File: src/rtl/pipe_hazard_ctrl.sv
// Pipeline sequencing for the five-stage core: boot hold, load-use stall, branch flush,
// operand forwarding selects and saturating stall/flush event counters.
//
// state   | meaning
// ST_BOOT | post-reset hold: PC frozen, IF/ID flushed, NOPs into ID/EXE, no forwarding
// ST_RUN  | normal issue; load-use hazard stalls, taken branch flushes IF/ID
module pipe_hazard_ctrl #(
    parameter int unsigned BOOT_CYCLES = 2,
    parameter int unsigned CNT_W       = 16
) (
    input  logic             clk_i,
    input  logic             rst_n_i,
    input  logic [3:0]       id_ra_i,
    input  logic [3:0]       id_rb_i,
    input  logic [3:0]       id_rd_i,
    input  logic             id_use_a_i,
    input  logic             id_use_b_i,
    input  logic             id_use_d_i,
    input  logic             id_branch_taken_i,
    input  logic [3:0]       ex_rd_i,
    input  logic             ex_rf_en_i,
    input  logic             ex_load_i,
    input  logic [3:0]       mem_rd_i,
    input  logic             mem_rf_en_i,
    input  logic [3:0]       wb_rd_i,
    input  logic             wb_rf_en_i,
    input  logic             clear_counters_i,
    output logic             pc_load_enable_o,
    output logic             ifid_load_enable_o,
    output logic             ifid_reset_o,
    output logic             idex_mux_control_o,
    output logic [1:0]       fwd_a_o,
    output logic [1:0]       fwd_b_o,
    output logic [1:0]       fwd_d_o,
    output logic [CNT_W-1:0] stall_count_o,
    output logic [CNT_W-1:0] flush_count_o,
    output logic             booting_o
);

    typedef enum logic {ST_BOOT, ST_RUN} state_t;

    localparam logic [3:0] BOOT_LAST = 4'(BOOT_CYCLES - 1);

    state_t           state_q, state_d;
    logic [3:0]       boot_cnt_q, boot_cnt_d;
    logic [CNT_W-1:0] stall_cnt_q, stall_cnt_d;
    logic [CNT_W-1:0] flush_cnt_q, flush_cnt_d;
    logic             hazard;
    logic             stall_inc, flush_inc;

    // r15 is the hardwired register and never creates a dependency.
    assign hazard = ex_load_i & ex_rf_en_i & (ex_rd_i != 4'd15) &
                    ((id_use_a_i & (id_ra_i == ex_rd_i)) |
                     (id_use_b_i & (id_rb_i == ex_rd_i)) |
                     (id_use_d_i & (id_rd_i == ex_rd_i)));

    function automatic logic [1:0] fwd_sel(input logic use_f, input logic [3:0] r,
                                           input logic [3:0] ex_rd, input logic ex_fwd_ok,
                                           input logic [3:0] mem_rd, input logic mem_en,
                                           input logic [3:0] wb_rd, input logic wb_en);
        logic [1:0] sel;
        sel = 2'd0;
        if (use_f && r != 4'd15) begin
            if (ex_fwd_ok && ex_rd == r)      sel = 2'd1;
            else if (mem_en && mem_rd == r)   sel = 2'd2;
            else if (wb_en && wb_rd == r)     sel = 2'd3;
        end
        return sel;
    endfunction

    always_comb begin
        fwd_a_o = 2'd0;
        fwd_b_o = 2'd0;
        fwd_d_o = 2'd0;
        if (state_q == ST_RUN) begin
            fwd_a_o = fwd_sel(id_use_a_i, id_ra_i, ex_rd_i, ex_rf_en_i & ~ex_load_i,
                              mem_rd_i, mem_rf_en_i, wb_rd_i, wb_rf_en_i);
            fwd_b_o = fwd_sel(id_use_b_i, id_rb_i, ex_rd_i, ex_rf_en_i & ~ex_load_i,
                              mem_rd_i, mem_rf_en_i, wb_rd_i, wb_rf_en_i);
            fwd_d_o = fwd_sel(id_use_d_i, id_rd_i, ex_rd_i, ex_rf_en_i & ~ex_load_i,
                              mem_rd_i, mem_rf_en_i, wb_rd_i, wb_rf_en_i);
        end
    end

    always_comb begin
        state_d            = state_q;
        boot_cnt_d         = boot_cnt_q;
        pc_load_enable_o   = 1'b1;
        ifid_load_enable_o = 1'b1;
        ifid_reset_o       = 1'b0;
        idex_mux_control_o = 1'b0;
        booting_o          = 1'b0;
        stall_inc          = 1'b0;
        flush_inc          = 1'b0;
        case (state_q)
            ST_BOOT: begin
                pc_load_enable_o   = 1'b0;
                ifid_reset_o       = 1'b1;
                idex_mux_control_o = 1'b1;
                booting_o          = 1'b1;
                if (boot_cnt_q == BOOT_LAST) begin
                    state_d    = ST_RUN;
                    boot_cnt_d = 4'd0;
                end else begin
                    boot_cnt_d = boot_cnt_q + 4'd1;
                end
            end
            ST_RUN: begin
                // Stall beats flush: the branch stays in ID and is re-evaluated next cycle.
                if (hazard) begin
                    pc_load_enable_o   = 1'b0;
                    ifid_load_enable_o = 1'b0;
                    idex_mux_control_o = 1'b1;
                    stall_inc          = 1'b1;
                end else if (id_branch_taken_i) begin
                    ifid_reset_o = 1'b1;
                    flush_inc    = 1'b1;
                end
            end
            default: state_d = ST_BOOT;
        endcase
    end

    always_comb begin
        stall_cnt_d = stall_cnt_q;
        flush_cnt_d = flush_cnt_q;
        if (clear_counters_i) begin
            stall_cnt_d = '0;
            flush_cnt_d = '0;
        end else begin
            if (stall_inc && stall_cnt_q != '1) stall_cnt_d = stall_cnt_q + CNT_W'(1);
            if (flush_inc && flush_cnt_q != '1) flush_cnt_d = flush_cnt_q + CNT_W'(1);
        end
    end

    always_ff @(posedge clk_i or negedge rst_n_i) begin
        if (!rst_n_i) begin
            state_q     <= ST_BOOT;
            boot_cnt_q  <= 4'd0;
            stall_cnt_q <= '0;
            flush_cnt_q <= '0;
        end else begin
            state_q     <= state_d;
            boot_cnt_q  <= boot_cnt_d;
            stall_cnt_q <= stall_cnt_d;
            flush_cnt_q <= flush_cnt_d;
        end
    end

    assign stall_count_o = stall_cnt_q;
    assign flush_count_o = flush_cnt_q;

endmodule

File: config.mk
export PLATFORM = sky130hd
export DESIGN_NAME = pipe_hazard_ctrl
export DESIGN_NICKNAME = d
export VERILOG_FILES = /design/src/rtl/pipe_hazard_ctrl.sv
export SDC_FILE = /design/constraint.sdc
export NUM_CORES = 1
export LEC_CHECK = 0
export CORE_ASPECT_RATIO = 0.7
export CORE_MARGIN = 4
export CORE_UTILIZATION = 51
export CTS_CLUSTER_SIZE = 16
export DETAILED_ROUTE_END_ITERATION = 8
export PLACE_DENSITY = 0.84
export SKIP_CTS_REPAIR_TIMING = 1
export SYNTH_ARGS = -nofsm -noshare
export SYNTH_HDL_FRONTEND = slang
export SYNTH_SLANG_ARGS = --single-unit
File: constraint.sdc
create_clock -name clk_i -period 3.25 [get_ports clk_i]
set_input_delay 0.65 -clock clk_i [delete_from_list [all_inputs] [get_ports clk_i]]
set_output_delay 0.65 -clock clk_i [all_outputs]
set_load 0.01 [all_outputs]
[Yosys cells after proc, flatten, opt, wreduce, memory -nomap -nowiden]
Index checks and enable logic that the tools add are counted.
Storage, ports and cells
  register bits after elaboration: 37
  bits in latches: 0
  memory bits (writable): 0
  ROM bits: 0
  bits of input ports: 35
  output and inout port bits: 43
  logic and storage cells: 86
  memories: 0
Cells by class
  add/subtract/negate cells: 3
  multiply operators: 0
  divide/modulo/power cells: 0
  order comparisons: 0
  equal/unequal tests: 19
  shift operators: 0
  multiplexer cells: 33
  bitwise logic cells: 11
  reduce and logical (&&, ||, !) cells: 16
Operator list (number)
  $mux W16: 4
  $eq A4 B4 Y1: 12
  $add A16 B1 Y16 const B: 2
  $ne A16 B16 Y1 const B: 2
  $mux W2: 15
  $ne A4 B4 Y1 const B: 4
  $logic_and A1 B1 Y1: 14
  $mux W1: 10
  $and A1 B1 Y1: 7
  $pmux W1 S2: 3
  $add A4 B1 Y4 const B: 1
  $eq A4 B1 Y1 const B: 1
  $mux W4: 1
  $reduce_bool A2 Y1: 2
  $not A1 Y1: 2
  $or A1 B1 Y1: 2

[Depth between registers and ports, before layout]
  word-level depth: 10
  mapped depth: 7
  mapped depth without buffers: 6

[Least setup slack after synthesis]
OpenSTA, ideal clock, no wires.
  path kind: input port to output port
  start: input port id_rb_i[1]
  end: output port ifid_load_enable_o
  arrival time: 1823 ps
  data required time: 2600 ps
  setup slack: 777 ps
  stages: 6
  path buffers: 1
  cells stage by stage: xor2_1 > nor4_2 > nand3_2 > buf_4 > and2_1 > nand2b_1
On the way
  longest elaborated chain between the ends: 7
Ends and longest elaborated chain
  start, declared: line 14  | input logic [3:0] id_rb_i,
  $eq A4 B4 Y1: line 54  | (id_use_b_i & (id_rb_i == ex_rd_i)) |
  $and A1 B1 Y1: line 54
  $or A1 B1 Y1: line 53  | ((id_use_a_i & (id_ra_i == ex_rd_i)) |
  $or A1 B1 Y1: line 54
  $and A1 B1 Y1: line 52  | assign hazard = ex_load_i & ex_rf_en_i & (ex_rd_i != 4'd15) &
  $mux W1: line 110  | if (hazard) begin
  $mux W1: line 95  | case (state_q)
  end, declared: line 29  | output logic ifid_load_enable_o,
No other way between the ends.

[Final worst setup path]
  start: input port ex_rd_i[2]
  end: output port ifid_load_enable_o
On the way
  longest elaborated chain between the ends: 7
  elaborated cells on any way between the ends: 13
  classes of those cells: eq/ne (4); mux (2); bitwise (7)
Ends and longest elaborated chain
  start, declared: line 20  | input logic [3:0] ex_rd_i,
  $eq A4 B4 Y1, on equally long branches: line 53, 54
  $and A1 B1 Y1, on equally long branches: line 53, 54
  $or A1 B1 Y1: line 53
  $or A1 B1 Y1: line 54
  $and A1 B1 Y1 (*): line 52
  $mux W1 (*): line 110
  $mux W1 (*): line 95
Every way passes the cells marked *; elsewhere a longest branch is shown, timed or not.

==> run metrics <==
run status=finished, final reports clean; crit path max fanout=4; row cnt=21; post-route ant nets=0; area of the die=6210 µm²; YS warnings=0; switching pwr=0.000263 W; clock sinks=37; critical-path cell list=clkdlybuf4s50_1, buf_4, xor2_1, nor4_2, buf_4, nand3_2, and2_1, nand2b_1, dlymetal6s2s_1; share of cells above drive strength 1=0.134; synth cell count leaders=37 x dfrtp_1, 27 x xnor2_1, 26 x nor2_1, 25 x xor2_1; first-pass GRT wire length=12000 µm; clock root cell=clkbuf_8; fmax=321 MHz; ys flop type=dfrtp_1; CP peak stage delay=0.47 ns; Tot GR Track Use=0.245; FFs w/ async S/R, synth=1.00; Wirelength per Cell=16.6 µm; Mean Syn Cell Area=8.97 µm²; routability congestion estimate from global placement=0.952; Residual DRC=0; die height=67.1 µm; Pwr Density=264 nW/µm²; P_leak=1.57 nW; via count=2537; unrepaired setup endpoints after global routing=false; Critical Path Start=ex_rd_i[2]; flop2flop setup slack=0.83 ns; antenna cells=0; final setup vio count=0; Max Root-Sink Buffers=2; Area growth syn-to-layout=45.4%; Post-synth EDFFs=0; CTS tree=yes; Crit-path slowest cell=clkdlybuf4s50_1; Min-Delay Path Class=in2async; Seq/Total Area, Yosys=0.363; Sequential Area=926 µm²; Synth area leaders=dfrtp_1 36%, xnor2_1 9.3%, xor2_1 8.6%; Post-Syn Nets=321; worst path required time=2.60 ns; Worst Skew=0.00785 ns; final net count=424; fin crit share=0.958; Routed WL=7610 µm; CP arrival=2.46 ns; Ports=78; Seq pwr share=0.478; max-slew violations=0; htree depth=2; Crit. End Element=primary output; Final Hold Viols=0; Post-Syn Instances=284; Buf/Inv on CP=4; worst-margin pin slew=0.837 ns; Internal=0.000717 W; routed vias/inst=5.55; Worst VDD drop=0.234 mV; Max transition margin=0.442; critical path's top delay family=buffers and inverters; Worst Setup Path Type=in2out; DR pass1 iterations=4; FF-to-FF Start=flush_count_o[0]$_DFFE_PN0P_; Cell variety after synth=41; hpwl dp=5850 µm; Gate power share=0.206; Placeable Area=4810 µm²; pin count of the biggest net entering global routing=38; grt total ovfl=0; clock share of power=0.315; number of max-cap violations=0; Multi-input gate area=1590 µm²; Synth top area share=0.363; worst-case reg-to-reg path depth=6; register bit total from synthesis=37; clock buffer count from CTS=5; 1st-iter DRT viols=168; number of global-route vias before repair=2392; Clock Pin Slew Worst Setup and Hold Paths=0.07 ns; Syn Std Cell Area=2550 µm²; Critical Path Source Type=primary input; Switching Share=0.268; PortBufs=77; most frequent cell after synthesis=dfrtp_1; initial antenna violation count=0; Fillers=343; most frequent CP cell=buf_4; setup_tns=0 ns; hold slack=0.465 ns; FF-to-FF End=flush_count_o[4]$_DFFE_PN0P_; Die W=92.5 µm; clk_lat worst skew=0.28 ns; fin crit period=3.11 ns; post-synth top area cell=dfrtp_1; Starting Density=0.530
-- metrics by stage --
stage	instance area (µm²)	utilization	total power, W	instances	setup WS [ns]
6_report	3710	0.771	0.000980	457	0.138
5_1_grt	3710	0.771	0.00102	457	0.0641
4_1_cts	3640	0.757	0.000974	456	-0.256
3_5_place_dp	3560	0.740	0.000670	448	-0.259
2_1_floorplan	2550	-	0.000549	284	0.777
3_3_place_gp	3560	0.740	0.000667	448	-0.187
-- worst max-delay path by stage --
stage | endpoint | slack [ns] | depth (start not counted)
global placement | fwd_d_o[1] | -0.19 | 8
CTS | fwd_d_o[1] | -0.26 | 8
finish | ifid_load_enable_o | 0.14 | 9
global route | ifid_load_enable_o | 0.06 | 9
detailed placement | fwd_d_o[1] | -0.26 | 8
floorplan | ifid_load_enable_o | 0.78 | 6
-- layout by cell type, fill, tap and decap left out, drive strengths merged, types with 8 or more instances in the layout --
cell type and n:
o21ai 11, or3 10, a21oi 20, nand2 20, nor2 26, xor2 25, nand3 20, clkbuf 8
and3 8, xnor2 27, clkdlybuf4s50 64, buf 28, dfrtp 37, nand4 16, dlymetal6s2s 12
-- final cells by class --
cell class                      count  area share
Clock buffer                        8      0.0216
Inverter                            7     0.00709
Tap cell                           69      0.0233
Timing Repair Buffer              104       0.269
Multi-Input combinational cell    232       0.429
Sequential cell                    37       0.250
-- registers in the layout, indices dropped and copies added, names as in the netlist --
register,count
boot_cnt_q,4
flush_count_o,16
stall_count_o,16
state_q,1
-- per-layer routing --
| layer | GRT usage | wire length (µm) | vias to the layer above | share of wire |
|---|---|---|---|---|
| met3 | 0.0679 | 467 | 6 | 0.061 |
| met2 | 0.367 | 3360 | 78 | 0.44 |
| met4 | 0.0352 | 57 | 0 | 0.0075 |
| met1 | 0.362 | 3720 | 1215 | 0.49 |
| li1 | - | - | 1238 | - |
| met5 | 0 | 0 | - | 0 |
-- power by group through the flow --
| stage | registers, W | clock network (W) | logic (W) |
|---|---|---|---|
| global route | 0.000469 | 0.000332 | 0.000216 |
| CTS | 0.000469 | 0.000311 | 0.000195 |
| global placement | 0.000477 | 0 | 0.000190 |
| floorplan | 0.000478 | 0 | 0.0000712 |
| detailed placement | 0.000477 | 0 | 0.000193 |
| finish | 0.000469 | 0.000309 | 0.000202 |
-- logic make-up after synthesis --
family	Yosys count	share of synthesized area
adder cells (fa/ha/maj)	2	0.00982
AO/OA/AOI/OAI	51	0.154
AND/OR/NAND/NOR	123	0.251
multiplexers	4	0.0162
flip-flops	37	0.363
XOR/XNOR	52	0.179
buffers and inverters	15	0.0275
(Power assumes the default switching activity.)
